===== config.mk =====
export PLATFORM = sky130hd
export DESIGN_NAME = counter8_seq
export DESIGN_NICKNAME = d
export VERILOG_FILES = /design/src/rtl/counter8_seq_pkg.sv /design/src/rtl/counter8_seq_timer.sv /design/src/rtl/counter8_seq.sv
export SDC_FILE = /design/constraint.sdc
export NUM_CORES = 1
export LEC_CHECK = 0
export ABC_AREA = 1
export CORE_UTILIZATION = 50
export CTS_CLUSTER_DIAMETER = 200
export DETAILED_ROUTE_END_ITERATION = 16
export PLACE_DENSITY = 0.87
export SLEW_MARGIN = 20
export SYNTH_ARGS = -nofsm -noshare
export SYNTH_HDL_FRONTEND = slang
export SYNTH_SLANG_ARGS = --single-unit

===== constraint.sdc =====
create_clock -name CLK -period 2.4 [get_ports CLK]
set_input_delay 0.24 -clock CLK [delete_from_list [all_inputs] [get_ports CLK]]
set_output_delay 0.24 -clock CLK [all_outputs]
set_load 0.1 [all_outputs]

===== src/rtl/counter8_seq_pkg.sv =====
// Shared opcodes, sequencer state type and timer width for the counter8
// command sequencer.
package counter8_seq_pkg;

    localparam logic [2:0] OP_NOP   = 3'd0;
    localparam logic [2:0] OP_CLR   = 3'd1;
    localparam logic [2:0] OP_LOAD  = 3'd2;
    localparam logic [2:0] OP_UP    = 3'd3;
    localparam logic [2:0] OP_DOWN  = 3'd4;
    localparam logic [2:0] OP_PAUSE = 3'd5;

    localparam int unsigned TMR_W = 9;

    typedef enum logic [2:0] {
        S_IDLE,
        S_STROBE,
        S_RUN,
        S_STOP,
        S_PAUSEW,
        S_FIN
    } state_t;

endpackage


===== src/rtl/counter8_seq_timer.sv =====
// Loadable down-counter with zero flag, shared between the PAUSE length
// and the RUN timeout.
module seq_timer
    import counter8_seq_pkg::*;
(
    input  logic             clk,
    input  logic             rst_n,
    input  logic             load,
    input  logic [TMR_W-1:0] load_val,
    input  logic             dec,
    output logic             zero
);

    logic [TMR_W-1:0] cnt_q;

    // Saturates at zero so a late decrement cannot wrap the count.
    always_ff @(posedge clk or negedge rst_n) begin
        if (!rst_n) begin
            cnt_q <= '0;
        end else if (load) begin
            cnt_q <= load_val;
        end else if (dec && (cnt_q != '0)) begin
            cnt_q <= cnt_q - TMR_W'(1);
        end
    end

    assign zero = (cnt_q == '0);

endmodule


===== src/rtl/counter8_seq.sv =====
// Command sequencer in front of counter8: turns one accepted command into
// counter8 strobes, watches CNT_Q, and reports DONE or ERR.
module counter8_seq
    import counter8_seq_pkg::*;
#(
    parameter int unsigned TIMEOUT  = 260,
    parameter logic        MODE_VAL = 1'b1
) (
    input  logic       CLK,
    input  logic       RESETn,
    input  logic       CMD_VALID,
    output logic       CMD_READY,
    input  logic [2:0] CMD_OP,
    input  logic [7:0] CMD_ARG,
    output logic       BUSY,
    output logic       DONE,
    output logic       ERR,
    input  logic [7:0] CNT_Q,
    output logic       CLR,
    output logic       LOAD,
    output logic       HOLD,
    output logic       INC_START,
    output logic       INC_END,
    output logic       DEC_START,
    output logic       DEC_END,
    output logic [7:0] DIN,
    output logic       MODE_SEL
);

    state_t           state_q, state_d;
    logic [2:0]       op_q, op_d;
    logic [7:0]       arg_q, arg_d;
    logic             to_q, to_d;
    logic [7:0]       din_d;
    logic             clr_d, load_d, hold_d, done_d, err_d;
    logic             inc_s_d, inc_e_d, dec_s_d, dec_e_d;
    logic             tmr_load, tmr_dec, tmr_zero;
    logic [TMR_W-1:0] tmr_val;
    logic [7:0]       last_val;

    seq_timer u_timer (
        .clk      (CLK),
        .rst_n    (RESETn),
        .load     (tmr_load),
        .load_val (tmr_val),
        .dec      (tmr_dec),
        .zero     (tmr_zero)
    );

    assign CMD_READY = (state_q == S_IDLE);
    assign BUSY      = (state_q != S_IDLE);
    assign MODE_SEL  = MODE_VAL;

    // The end strobe goes out on the edge that steps the counter onto the
    // target, so compare against the value one step short of it.
    assign last_val = (op_q == OP_UP) ? (arg_q - 8'd1) : (arg_q + 8'd1);

    always_comb begin
        state_d  = state_q;
        op_d     = op_q;
        arg_d    = arg_q;
        to_d     = to_q;
        din_d    = DIN;
        clr_d    = 1'b0;
        load_d   = 1'b0;
        hold_d   = 1'b0;
        inc_s_d  = 1'b0;
        inc_e_d  = 1'b0;
        dec_s_d  = 1'b0;
        dec_e_d  = 1'b0;
        done_d   = 1'b0;
        err_d    = 1'b0;
        tmr_load = 1'b0;
        tmr_val  = '0;
        tmr_dec  = 1'b0;
        case (state_q)
            S_IDLE: begin
                if (CMD_VALID) begin
                    op_d  = CMD_OP;
                    arg_d = CMD_ARG;
                    to_d  = 1'b0;
                    case (CMD_OP)
                        OP_NOP: begin
                            done_d  = 1'b1;
                            state_d = S_FIN;
                        end
                        OP_CLR: begin
                            clr_d   = 1'b1;
                            state_d = S_STROBE;
                        end
                        OP_LOAD: begin
                            load_d  = 1'b1;
                            din_d   = CMD_ARG;
                            state_d = S_STROBE;
                        end
                        OP_UP, OP_DOWN, OP_PAUSE: state_d = S_STROBE;
                        default: begin
                            err_d   = 1'b1;
                            state_d = S_FIN;
                        end
                    endcase
                end
            end
            S_STROBE: begin
                case (op_q)
                    OP_UP, OP_DOWN: begin
                        if (CNT_Q == arg_q) begin
                            done_d  = 1'b1;
                            state_d = S_FIN;
                        end else begin
                            inc_s_d  = (op_q == OP_UP);
                            dec_s_d  = (op_q == OP_DOWN);
                            tmr_load = 1'b1;
                            tmr_val  = TMR_W'(TIMEOUT - 1);
                            state_d  = S_RUN;
                        end
                    end
                    OP_PAUSE: begin
                        if (arg_q == 8'd0) begin
                            done_d  = 1'b1;
                            state_d = S_FIN;
                        end else begin
                            hold_d   = 1'b1;
                            tmr_load = 1'b1;
                            tmr_val  = {1'b0, arg_q - 8'd1};
                            state_d  = S_PAUSEW;
                        end
                    end
                    default: begin
                        done_d  = 1'b1;
                        state_d = S_FIN;
                    end
                endcase
            end
            S_RUN: begin
                if ((CNT_Q == last_val) || tmr_zero) begin
                    inc_e_d = (op_q == OP_UP);
                    dec_e_d = (op_q == OP_DOWN);
                    to_d    = (CNT_Q != last_val);
                    state_d = S_STOP;
                end else begin
                    tmr_dec = 1'b1;
                end
            end
            S_STOP: begin
                err_d   = to_q;
                done_d  = !to_q;
                state_d = S_FIN;
            end
            S_PAUSEW: begin
                if (tmr_zero) begin
                    done_d  = 1'b1;
                    state_d = S_FIN;
                end else begin
                    hold_d  = 1'b1;
                    tmr_dec = 1'b1;
                end
            end
            S_FIN:   state_d = S_IDLE;
            default: state_d = S_IDLE;
        endcase
    end

    always_ff @(posedge CLK or negedge RESETn) begin
        if (!RESETn) begin
            state_q   <= S_IDLE;
            op_q      <= OP_NOP;
            arg_q     <= '0;
            to_q      <= 1'b0;
            DIN       <= '0;
            CLR       <= 1'b0;
            LOAD      <= 1'b0;
            HOLD      <= 1'b0;
            INC_START <= 1'b0;
            INC_END   <= 1'b0;
            DEC_START <= 1'b0;
            DEC_END   <= 1'b0;
            DONE      <= 1'b0;
            ERR       <= 1'b0;
        end else begin
            state_q   <= state_d;
            op_q      <= op_d;
            arg_q     <= arg_d;
            to_q      <= to_d;
            DIN       <= din_d;
            CLR       <= clr_d;
            LOAD      <= load_d;
            HOLD      <= hold_d;
            INC_START <= inc_s_d;
            INC_END   <= inc_e_d;
            DEC_START <= dec_s_d;
            DEC_END   <= dec_e_d;
            DONE      <= done_d;
            ERR       <= err_d;
        end
    end

endmodule


==> run metrics <==
gr usage total 0.2554; number of endpoints with negative hold slack in the final report 0; drt via density around 5.4; number of instances in the synthesized netlist roughly 360; critical path required time ~2.6 ns; final setup slack of the worst path 0.1890 ns; TritonCTS Buffers 5; max_slew headroom 0.3874; floorplan die width 73.99 microns; CP max stage cell dfrtp_1; final hold slack approximately 0.072 ns; final design utilization 0.6547; post-detailed-placement cell area 0.003045 sq mm; post-synthesis to final-layout area growth 22.50%; floorplan die area 0.005475 sq mm; count of flip-flops with a built-in enable after synthesis 0; most used cells in the layout excluding fill and tap cells nand2_1 (107), inv_1 (41), dfrtp_1 (40); final setup TNS 0 ns; wire length of the first global-routing pass roughly 11,000 microns; warning count from the yosys run 0; TritonCTS clock tree built; total non-filler cell area in the finished layout around 0.0032 sq mm; count of inserted antenna diode cells 0; Critical Path End Type flip-flop; via count of the first global-routing pass roughly 2.4k; Worst Path Class, Setup reg -> reg; number of library cell types mapped by synthesis 34; Root Buffer Master clkbuf_8; leakage 1.590 nW; part of the Yosys area used for sequential elements 0.3959; maximum clock insertion buffer count 2; worst clock skew on the final layout around 0.0096 ns; H-tree depth 2; clock-pin slew on the worst setup and hold paths approximately 0.090 ns; CP arrival 2.45 ns; number of antenna violations at the first check in global routing 0; status finished clean; Detail Route Antenna Nets 0; highest cell delay on the worst timing path roughly 0.45 ns; register bit total from synthesis 41; number of standard cells in the final layout excluding fillers ~470; final net count 430; CP delay by family, top simple AND/OR/NAND/NOR gates; total congestion overflow 0; Max Slew Vio Count 0; PortBufs 40; clk_lat worst skew roughly 0.30 ns; maximum number of pins on one net before global-route repair 42; fraction of final layout cells with drive strength greater than 1 0.1432; number of violations of the max-capacitance limit 0; slew at the pin closest to its max-slew limit about 0.92 ns; setup repair after global routing missed its margin false; post-synthesis instance area between 0.002 and 0.003 sq mm; most common library cell in the layout ignoring fill and taps nand2_1; area of combinational cells with multiple inputs 0.001366 sq mm; worst-case vdd ir drop around 1000 uV; highest clock rate between 400 and 500 MHz; Detail Placement HPWL a little under 5000 microns; overall power after layout 4.917 mW; DR iter-0 viols 150; starting density of the core 0.5345; Vias between 2k and 3k; minimum period implied by the final worst setup slack about 2.2 ns; residual DRC count 0; drt first pass iters 5; post-DR wirelength/cell 13.45 microns; Register-to-Register Setup Slack between 0.15 and 0.2 ns; syn_area_per_cell 7.279 sq um; total buffers and inverters traversed by the critical path 2; fillers between 400 and 500; Post-Synthesis Net Count 382; total detailed-routing wirelength approximately 6300 microns; leading register cell type out of synthesis dfrtp_1; number of placed cells counting well taps 464; worst slack after detailed placement 0.1426 ns; count of clock tree sinks just over 40; final-report setup violation count 0; core area approximately 0.0048 sq mm; final worst-path cycle share 0.9213; sequence of cells on the critical path inv_1 > ha_1 > xnor2_1 > a21oi_1 > o21ai_0 > nor3_2 > nand3_1 > nand3_2 > buf_4 > nand4_1 > nand2_1; largest fanout on the critical path 11; count of boundary I/O pins 42; startpoint type of the worst setup path flip-flop; standard-cell rows 25; Register Area 0.001027 sq mm; GPL Wtd Cong between 0.9 and 1; pwr dens ~1500 mW/mm^2; worst hold path type in -> async; fraction of synthesis flops using an asynchronous set or reset pin 1.000; height of the die between 70 and 80 microns
## synthesized netlist by cell type, types with 2 or more instances
master	number	area share
ha_1	4	0.019
buf_2	3	0.0058
nand2_1	107	0.15
xor2_1	3	0.010
nor2_4	3	0.013
o21ai_0	23	0.044
a21oi_1	5	0.0097
nor2_1	26	0.038
xnor2_1	8	0.027
nand4_1	14	0.034
mux2_2	8	0.035
clkbuf_1	2	0.0029
nand3_2	2	0.0077
dfrtp_1	41	0.40
nor3_1	10	0.019
o2111ai_1	2	0.0068
inv_1	42	0.061
nand3_1	36	0.070
buf_4	2	0.0058
## report_power, final
group	internal [mW]	total, mW	switching, mW
clock	0.312	0.569	0.257
combinational	0.952	3.09	2.13
sequential	0.978	1.26	0.285
total	2.24	4.92	2.68
## cell families after synthesis
kind of cell	after synthesis	synth area share
multiplexers	8	0.03477
AND/OR/NAND/NOR	203	0.3520
AO/OA/AOI/OAI	36	0.07678
buffers and inverters	52	0.08256
XOR/XNOR	11	0.03718
other	1	0.001447
flip-flops	41	0.3959
adder cells (fa/ha/maj)	4	0.01932
## flip-flops by register name, summed over array words and instances, names as in the netlist, 3 cells and up
signal         flops
u_timer.cnt_q      9
op_q               3
state_q            3
DIN                8
arg_q              8
## cell type report
| cell class | count | area share |
|---|---|---|
| multi-input combinational | 263 | 0.4304 |
| sequential | 41 | 0.3236 |
| timing repair buffer | 50 | 0.1332 |
| inverter | 43 | 0.05085 |
| tap | 67 | 0.02641 |
| clock buffer | 5 | 0.02168 |
| clock inverter | 3 | 0.01380 |
## worst register-to-register path: stages, from the launching register on
cell and delay (ns):
dfrtp_1 0.45, inv_1 0.13, ha_1 0.33, xnor2_1 0.15, a21oi_1 0.12, o21ai_0 0.12, nor3_2 0.22, nand3_1 0.14
nand3_2 0.12, buf_4 0.19, nand4_1 0.10, nand2_1 0.09
## repair_timing
action,in CTS,in global routing
hold buffers,0,0
buffers inserted,0,0
endpoints found under the setup margin,0,11
endpoints found under the hold margin,0,0
resized for setup,0,5
## final timing paths
check                                startpoint                      endpoint  cells past startpoint
min in group CLK             DIN[7]$_DFFE_PN0P_            DIN[7]$_DFFE_PN0P_                      1
max reg2reg                arg_q[1]$_DFFE_PN0P_  u_timer.cnt_q[8]$_DFFE_PN0P_                     11
max in group asynchronous                RESETn          arg_q[0]$_DFFE_PN0P_                      1
min reg2reg                  DIN[7]$_DFFE_PN0P_            DIN[7]$_DFFE_PN0P_                      1
min                                      RESETn        state_q[0]$_DFFE_PN0P_                      1
max                        arg_q[1]$_DFFE_PN0P_  u_timer.cnt_q[8]$_DFFE_PN0P_                     11
## metal layers
layer / GRT usage / wire length [microns]
met1: 0.3357 / 2801
met3: 0.04065 / 318
met2: 0.4212 / 3108
met5: 0 / 0
met4: 0.1047 / 121
(Power assumes the default switching activity.)
